**src/rtl/omi_lane_pkg.sv**
```systemverilog
// Shared lane-lock types: FSM state encoding, legal sync headers and header classifier.
package omi_lane_pkg;

    typedef enum logic [1:0] {
        HUNT   = 2'd0,
        WAIT   = 2'd1,
        LOCKED = 2'd2
    } lane_state_e;

    localparam logic [1:0] SH_DATA = 2'b01;
    localparam logic [1:0] SH_CTRL = 2'b10;

    function automatic logic is_good_header(input logic [1:0] hdr);
        return (hdr == SH_DATA) || (hdr == SH_CTRL);
    endfunction

endpackage

```
**src/rtl/omi_sat_counter.sv**
```systemverilog
// Saturating event counter; reached_c flags the increment that lands on MAX (or MAX already held).
module omi_sat_counter #(
    parameter int unsigned MAX = 4
) (
    input  logic clk,
    input  logic rst_n,
    input  logic clear,
    input  logic inc,
    output logic reached_c
);

    localparam int unsigned W = $clog2(MAX + 1);

    logic [W-1:0] count;

    always_ff @(posedge clk or negedge rst_n) begin
        if (!rst_n) begin
            count <= '0;
        end else if (clear) begin
            count <= '0;
        end else if (inc && (count != W'(MAX))) begin
            count <= count + W'(1);
        end
    end

    assign reached_c = inc ? (count >= W'(MAX - 1)) : (count == W'(MAX));

endmodule

```
**src/rtl/omi_rx_lane_lock.sv**
```systemverilog
// Per-lane RX block-lock controller: slips the gearbox until sync headers are stable, forwards beats while locked.
// Optional OMI_RX_LOCK_STATS_EN adds saturating slip_count / lock_loss_count outputs.
module omi_rx_lane_lock
    import omi_lane_pkg::*;
#(
    parameter int unsigned PHY_BITS  = 8,
    parameter int unsigned GOOD_MAX  = 64,
    parameter int unsigned WIN_LEN   = 1024,
    parameter int unsigned BAD_MAX   = 16,
    parameter int unsigned SLIP_WAIT = 32
) (
    input  logic                clk,
    input  logic                rst_n,
    input  logic                phy_rx_valid,
    input  logic [1:0]          phy_rx_header,
    input  logic [PHY_BITS-1:0] phy_rx_data,
    output logic                phy_rx_slip,
    output logic                ln_rx_valid,
    output logic [1:0]          ln_rx_header,
    output logic [PHY_BITS-1:0] ln_rx_data,
    input  logic                ln_rx_slip,
    output logic                locked
`ifdef OMI_RX_LOCK_STATS_EN
    ,
    output logic [15:0]         slip_count,
    output logic [15:0]         lock_loss_count
`endif
);

    lane_state_e state, state_d;
    logic        pend_q, pend_d;
    logic        slip_d, lock_loss_d, valid_d;
    logic        good_c, good_inc, hdr_inc, bad_inc, wait_inc;
    logic        good_clr, hdr_clr, wait_clr;
    logic        good_hit, hdr_hit, bad_hit, wait_hit;
    logic        bad_loss, win_end;

    assign good_c   = is_good_header(phy_rx_header);
    assign good_inc = (state == HUNT) && phy_rx_valid && good_c;
    assign hdr_inc  = (state == LOCKED) && phy_rx_valid;
    assign bad_inc  = hdr_inc && !good_c;
    assign wait_inc = (state == WAIT);
    assign bad_loss = bad_inc && bad_hit;
    assign win_end  = hdr_inc && hdr_hit && !bad_loss;

    // A repeated slip during settle restarts the wait; the pulse itself is issued once the wait completes.
    assign good_clr = (state != HUNT);
    assign hdr_clr  = (state != LOCKED) || win_end;
    assign wait_clr = (state != WAIT) || ln_rx_slip || slip_d;

    omi_sat_counter #(.MAX(GOOD_MAX)) u_good_cnt (
        .clk(clk), .rst_n(rst_n), .clear(good_clr), .inc(good_inc), .reached_c(good_hit)
    );
    omi_sat_counter #(.MAX(SLIP_WAIT)) u_wait_cnt (
        .clk(clk), .rst_n(rst_n), .clear(wait_clr), .inc(wait_inc), .reached_c(wait_hit)
    );
    omi_sat_counter #(.MAX(WIN_LEN)) u_hdr_cnt (
        .clk(clk), .rst_n(rst_n), .clear(hdr_clr), .inc(hdr_inc), .reached_c(hdr_hit)
    );
    omi_sat_counter #(.MAX(BAD_MAX)) u_bad_cnt (
        .clk(clk), .rst_n(rst_n), .clear(hdr_clr), .inc(bad_inc), .reached_c(bad_hit)
    );

    always_comb begin
        state_d     = state;
        pend_d      = pend_q;
        slip_d      = 1'b0;
        lock_loss_d = 1'b0;
        unique case (state)
            HUNT: begin
                if (ln_rx_slip || (phy_rx_valid && !good_c)) begin
                    slip_d  = 1'b1;
                    state_d = WAIT;
                end else if (good_inc && good_hit) begin
                    state_d = LOCKED;
                end
            end
            WAIT: begin
                if (ln_rx_slip) begin
                    pend_d = 1'b1;
                end else if (wait_hit) begin
                    if (pend_q) begin
                        slip_d = 1'b1;
                        pend_d = 1'b0;
                    end else begin
                        state_d = HUNT;
                    end
                end
            end
            LOCKED: begin
                if (ln_rx_slip || bad_loss) begin
                    slip_d      = 1'b1;
                    lock_loss_d = 1'b1;
                    state_d     = WAIT;
                end
            end
            default: state_d = HUNT;
        endcase
        valid_d = hdr_inc && !lock_loss_d;
    end

    always_ff @(posedge clk or negedge rst_n) begin
        if (!rst_n) begin
            state        <= HUNT;
            pend_q       <= 1'b0;
            phy_rx_slip  <= 1'b0;
            ln_rx_valid  <= 1'b0;
            ln_rx_header <= '0;
            ln_rx_data   <= '0;
            locked       <= 1'b0;
        end else begin
            state       <= state_d;
            pend_q      <= pend_d;
            phy_rx_slip <= slip_d;
            ln_rx_valid <= valid_d;
            locked      <= (state_d == LOCKED);
            if (phy_rx_valid) begin
                ln_rx_header <= phy_rx_header;
                ln_rx_data   <= phy_rx_data;
            end
        end
    end

`ifdef OMI_RX_LOCK_STATS_EN
    localparam int unsigned STAT_W = 16;

    always_ff @(posedge clk or negedge rst_n) begin
        if (!rst_n) begin
            slip_count      <= '0;
            lock_loss_count <= '0;
        end else begin
            if (slip_d && (slip_count != {STAT_W{1'b1}})) begin
                slip_count <= slip_count + STAT_W'(1);
            end
            if (lock_loss_d && (lock_loss_count != {STAT_W{1'b1}})) begin
                lock_loss_count <= lock_loss_count + STAT_W'(1);
            end
        end
    end
`endif

endmodule

```
**config.mk**
```make
export PLATFORM = sky130hd
export DESIGN_NAME = omi_rx_lane_lock
export DESIGN_NICKNAME = d
export VERILOG_FILES = /design/src/rtl/omi_lane_pkg.sv /design/src/rtl/omi_sat_counter.sv /design/src/rtl/omi_rx_lane_lock.sv
export SDC_FILE = /design/constraint.sdc
export NUM_CORES = 1
export LEC_CHECK = 0
export ABC_CLOCK_PERIOD_IN_PS = 2700
export CORE_MARGIN = 3
export CORE_UTILIZATION = 51
export CTS_CLUSTER_DIAMETER = 80
export DETAILED_ROUTE_END_ITERATION = 8
export PLACE_DENSITY = 0.82
export SYNTH_ARGS = -nofsm -noshare
export SYNTH_HDL_FRONTEND = slang
export SYNTH_HIERARCHICAL = 1
export SYNTH_SLANG_ARGS = --single-unit
```
**constraint.sdc**
```tcl
create_clock -name clk -period 2.7 [get_ports clk]
set_input_delay 0.675 -clock clk [delete_from_list [all_inputs] [get_ports clk]]
set_output_delay 0.675 -clock clk [all_outputs]
set_load 0.05 [all_outputs]
```
==> qor.csv <==
metric,value,unit
yosysWarnings,6,
synth-compound-area-share,14.7,%
yosys-top-cells-count,"dfrtp_1 (45), inv_1 (20), a21oi_1 (19)",
wl,5000,um
yosysTopAreaCell,dfrtp_1,
netlist_area,2550,sq um
coreArea,4790,sq um
utilization,64.5,%
grt_start_max_net_pins,25,
finalSetupTns,0,ps
cts_buffer_depth,2,
fmax,0.388,GHz
synth_top_family_by_area,simple AND/OR/NAND/NOR gates,
syn_area_per_cell,10.3,sq um
row_count,25,
ys.flop_type,dfrtp_1,
worstPathCellList,ha_1 > and3_2 > ha_1 > a41o_2 > a21oi_1 > nor2_1 > nand2_1 > a31o_1 > buf_4 > nor2b_1 > and4_1 > or3_1,
fillers,406,
first_iter_violations,138,
cts_buffers,5,
overflow,0,
ff_latch_area,1130,sq um
synthTopCellsByArea,"dfrtp_1 (44%), ha_1 (4.4%), mux2_2 (4.4%)",
clock_skew,6.54,ps
root_buffer,clkbuf_8,
cpPeakStageDelay,440,ps
crit_top_cell,ha_1,
postSynthCellCount,248,
min_period_over_period,95.5,%
hold_slack,359,ps
ys_seq_area_share,44.1,%
crit_path_end_kind,register,
ys_ff_latch,45,
cts_hold_buf,0,
drc,0,
synth-edff-count,0,
gp_congestion,0.788,
layoutNonFillerInstCount,359,
fin_ws,122,ps
port_buffers,26,
yosys.area_share.simple,22.5,%
critPathMaxFanout,5,
place_inst,352,
slew_headroom,63.6,%
synth_top_area_share,44.1,%
clk_latency,290,ps
cp.arrival,2750,ps
ys_types,60,
dp_slack,-114,ps
rsz0062_at_grt,false,
cts_tree,done,
avgRoutedWirePerCell,13.9,um
ant_nets,0,
muxShareOfSynthArea,7.20,%
path_clk_slew,80,ps
synth_xor_area_share,3.04,%
grt_pass1_vias,1884,
dieArea,5890,sq um
slowest_stage,dfrtp_1,
grt_pass1_wl,8580,um
multiInputGateArea,1330,sq um
vdd_drop_max,0.374,mV
die_w,76.8,um
cts.htree.levels,2,
async_flop_share,100,%
area_growth,20.9,%
start_util,53.4,%
min_path_type,in2async,
hold_viol,0,
synth.net_count,271,
cp_data_required_time,2870,ps
crit_type,reg2reg,
viasPerCell,5.55,
num_vias,1991,
power_density,456,nW/um^2
maxSlewViolCount,0,
tightest_slew,546,ps
startpoint_type,register,
final_layout_size_suffix_gt1_share,19.2,%
p_leak,1.27,nW
drtPass1Iterations,4,
yosysMostFrequentCell,dfrtp_1,
synth_fa_ha_area_share,4.41,%
dp_hpwl,3690,um
cp-startpoint,u_bad_cnt/count[1],
clock_sinks,45,
status,completed,
io_pins,27,
fin_crit,2580,ps
maxCapViolCount,0,
antenna_found_initial,0,
r2r-start,u_bad_cnt/count[1],
num-nets-final,316,
track_usage,17.8,%
die_y,76.8,um
setup_viol,0,
num_antenna_cells,0,
-- area by class of cell --
cell class	instances	area share, %
flip-flops and latches	45	36.5
inverters	20	2.43
well taps	67	2.71
multi-input cells	177	42.9
clock buffers	5	2.23
clock inverters	1	0.162
repair buffers	44	13.0
-- layout by cell type, fill, tap and decap left out, types with 2 or more instances in the layout --
cell type         n
a211oi_1          3
a21oi_1          19
a31o_1            3
and2_1            2
buf_4            17
clkbuf_8          5
clkdlybuf4s50_1  25
dfrtp_1          45
ha_1              9
inv_1            20
mux2_2           10
mux2_4            2
mux2i_1           3
nand2_1          10
nand2b_1          8
nand3_1           7
nand3b_1          3
nand4_1          10
nor2_1           18
nor2b_1           5
nor3_1            2
nor4_2            3
o21ai_0           9
o31ai_1           2
or3_1             7
or3b_2            2
or4_1             2
xor2_1            6
-- path summary, 6_finish.rpt --
| kind | endpoint | slack [ps] | depth (start not counted) |
|---|---|---|---|
| setup reg to reg | u_hdr_cnt/count[0] | 120 | 12 |
| hold / removal | u_wait_cnt/count[5] | 360 | 1 |
| setup / recovery | u_hdr_cnt/count[0] | 120 | 12 |
| hold reg to reg | ln_rx_data[0] | 510 | 1 |
| min in group clk | ln_rx_data[0] | 510 | 1 |
| max in group asynchronous | u_hdr_cnt/count[2] | 1840 | 2 |
-- flip-flops by register name, summed over array words and instances (netlist names), 2 cells and up --
| register | flops |
|---|---|
| ln_rx_data | 8 |
| ln_rx_header | 2 |
| u_bad_cnt/count | 5 |
| state | 2 |
| u_wait_cnt/count | 6 |
| u_good_cnt/count | 7 |
| u_hdr_cnt/count | 11 |
-- cell families (layout without fill, tap and decap cells) --
family                     count (synthesis)  count (layout)
and+or+nand+nor                           90              90
AOI/OAI and AO/OA                         54              54
DFF                                       45              45
buffers and inverters                     26              70
muxes                                     16              16
adders and majority gates                  9               9
xor gates and xnor gates                   8               8
-- stage by stage --
step / cell area (sq um) / power [W]
floorplan: 2550 / 0.000931
global placement: 3010 / 0.00102
detailed placement: 3010 / 0.00103
CTS: 3080 / 0.00142
global route: 3090 / 0.00148
finish: 3090 / 0.00141
-- worst max-delay path, delay by kind of cell (launching register included) --
kind,cells,cell delay [ps]
AND/OR/NAND/NOR,6,910
adder cells (fa/ha/maj),2,420
buffers and inverters,1,140
flip-flops,1,440
AO/OA/AOI/OAI,3,550
-- layer usage --
| layer | vias up | routed length, um | global-route usage [%] |
|---|---|---|---|
| met4 | 0 | 29 | 5.62 |
| met5 | - | 0 | 0 |
| met3 | 4 | 181 | 4.34 |
| met1 | 957 | 2400 | 22.8 |
| met2 | 38 | 2390 | 29.4 |
| li1 | 992 | - | - |
-- timing repair --
item                                    in CTS  in global routing
hold endpoints to repair                     0                  0
endpoints found under the setup margin       0                  1
buffers inserted                             0                  1
resized for setup                            0                  0
-- where the power goes --
group	switching, W	leakage (nW)	internal [W]
Clock	0.000222	0.0399	0.000171
Sequential	0.0000352	0.592	0.000708
Combinational	0.000145	0.639	0.000127
Note: power is estimated with default switching activity, not from simulation.
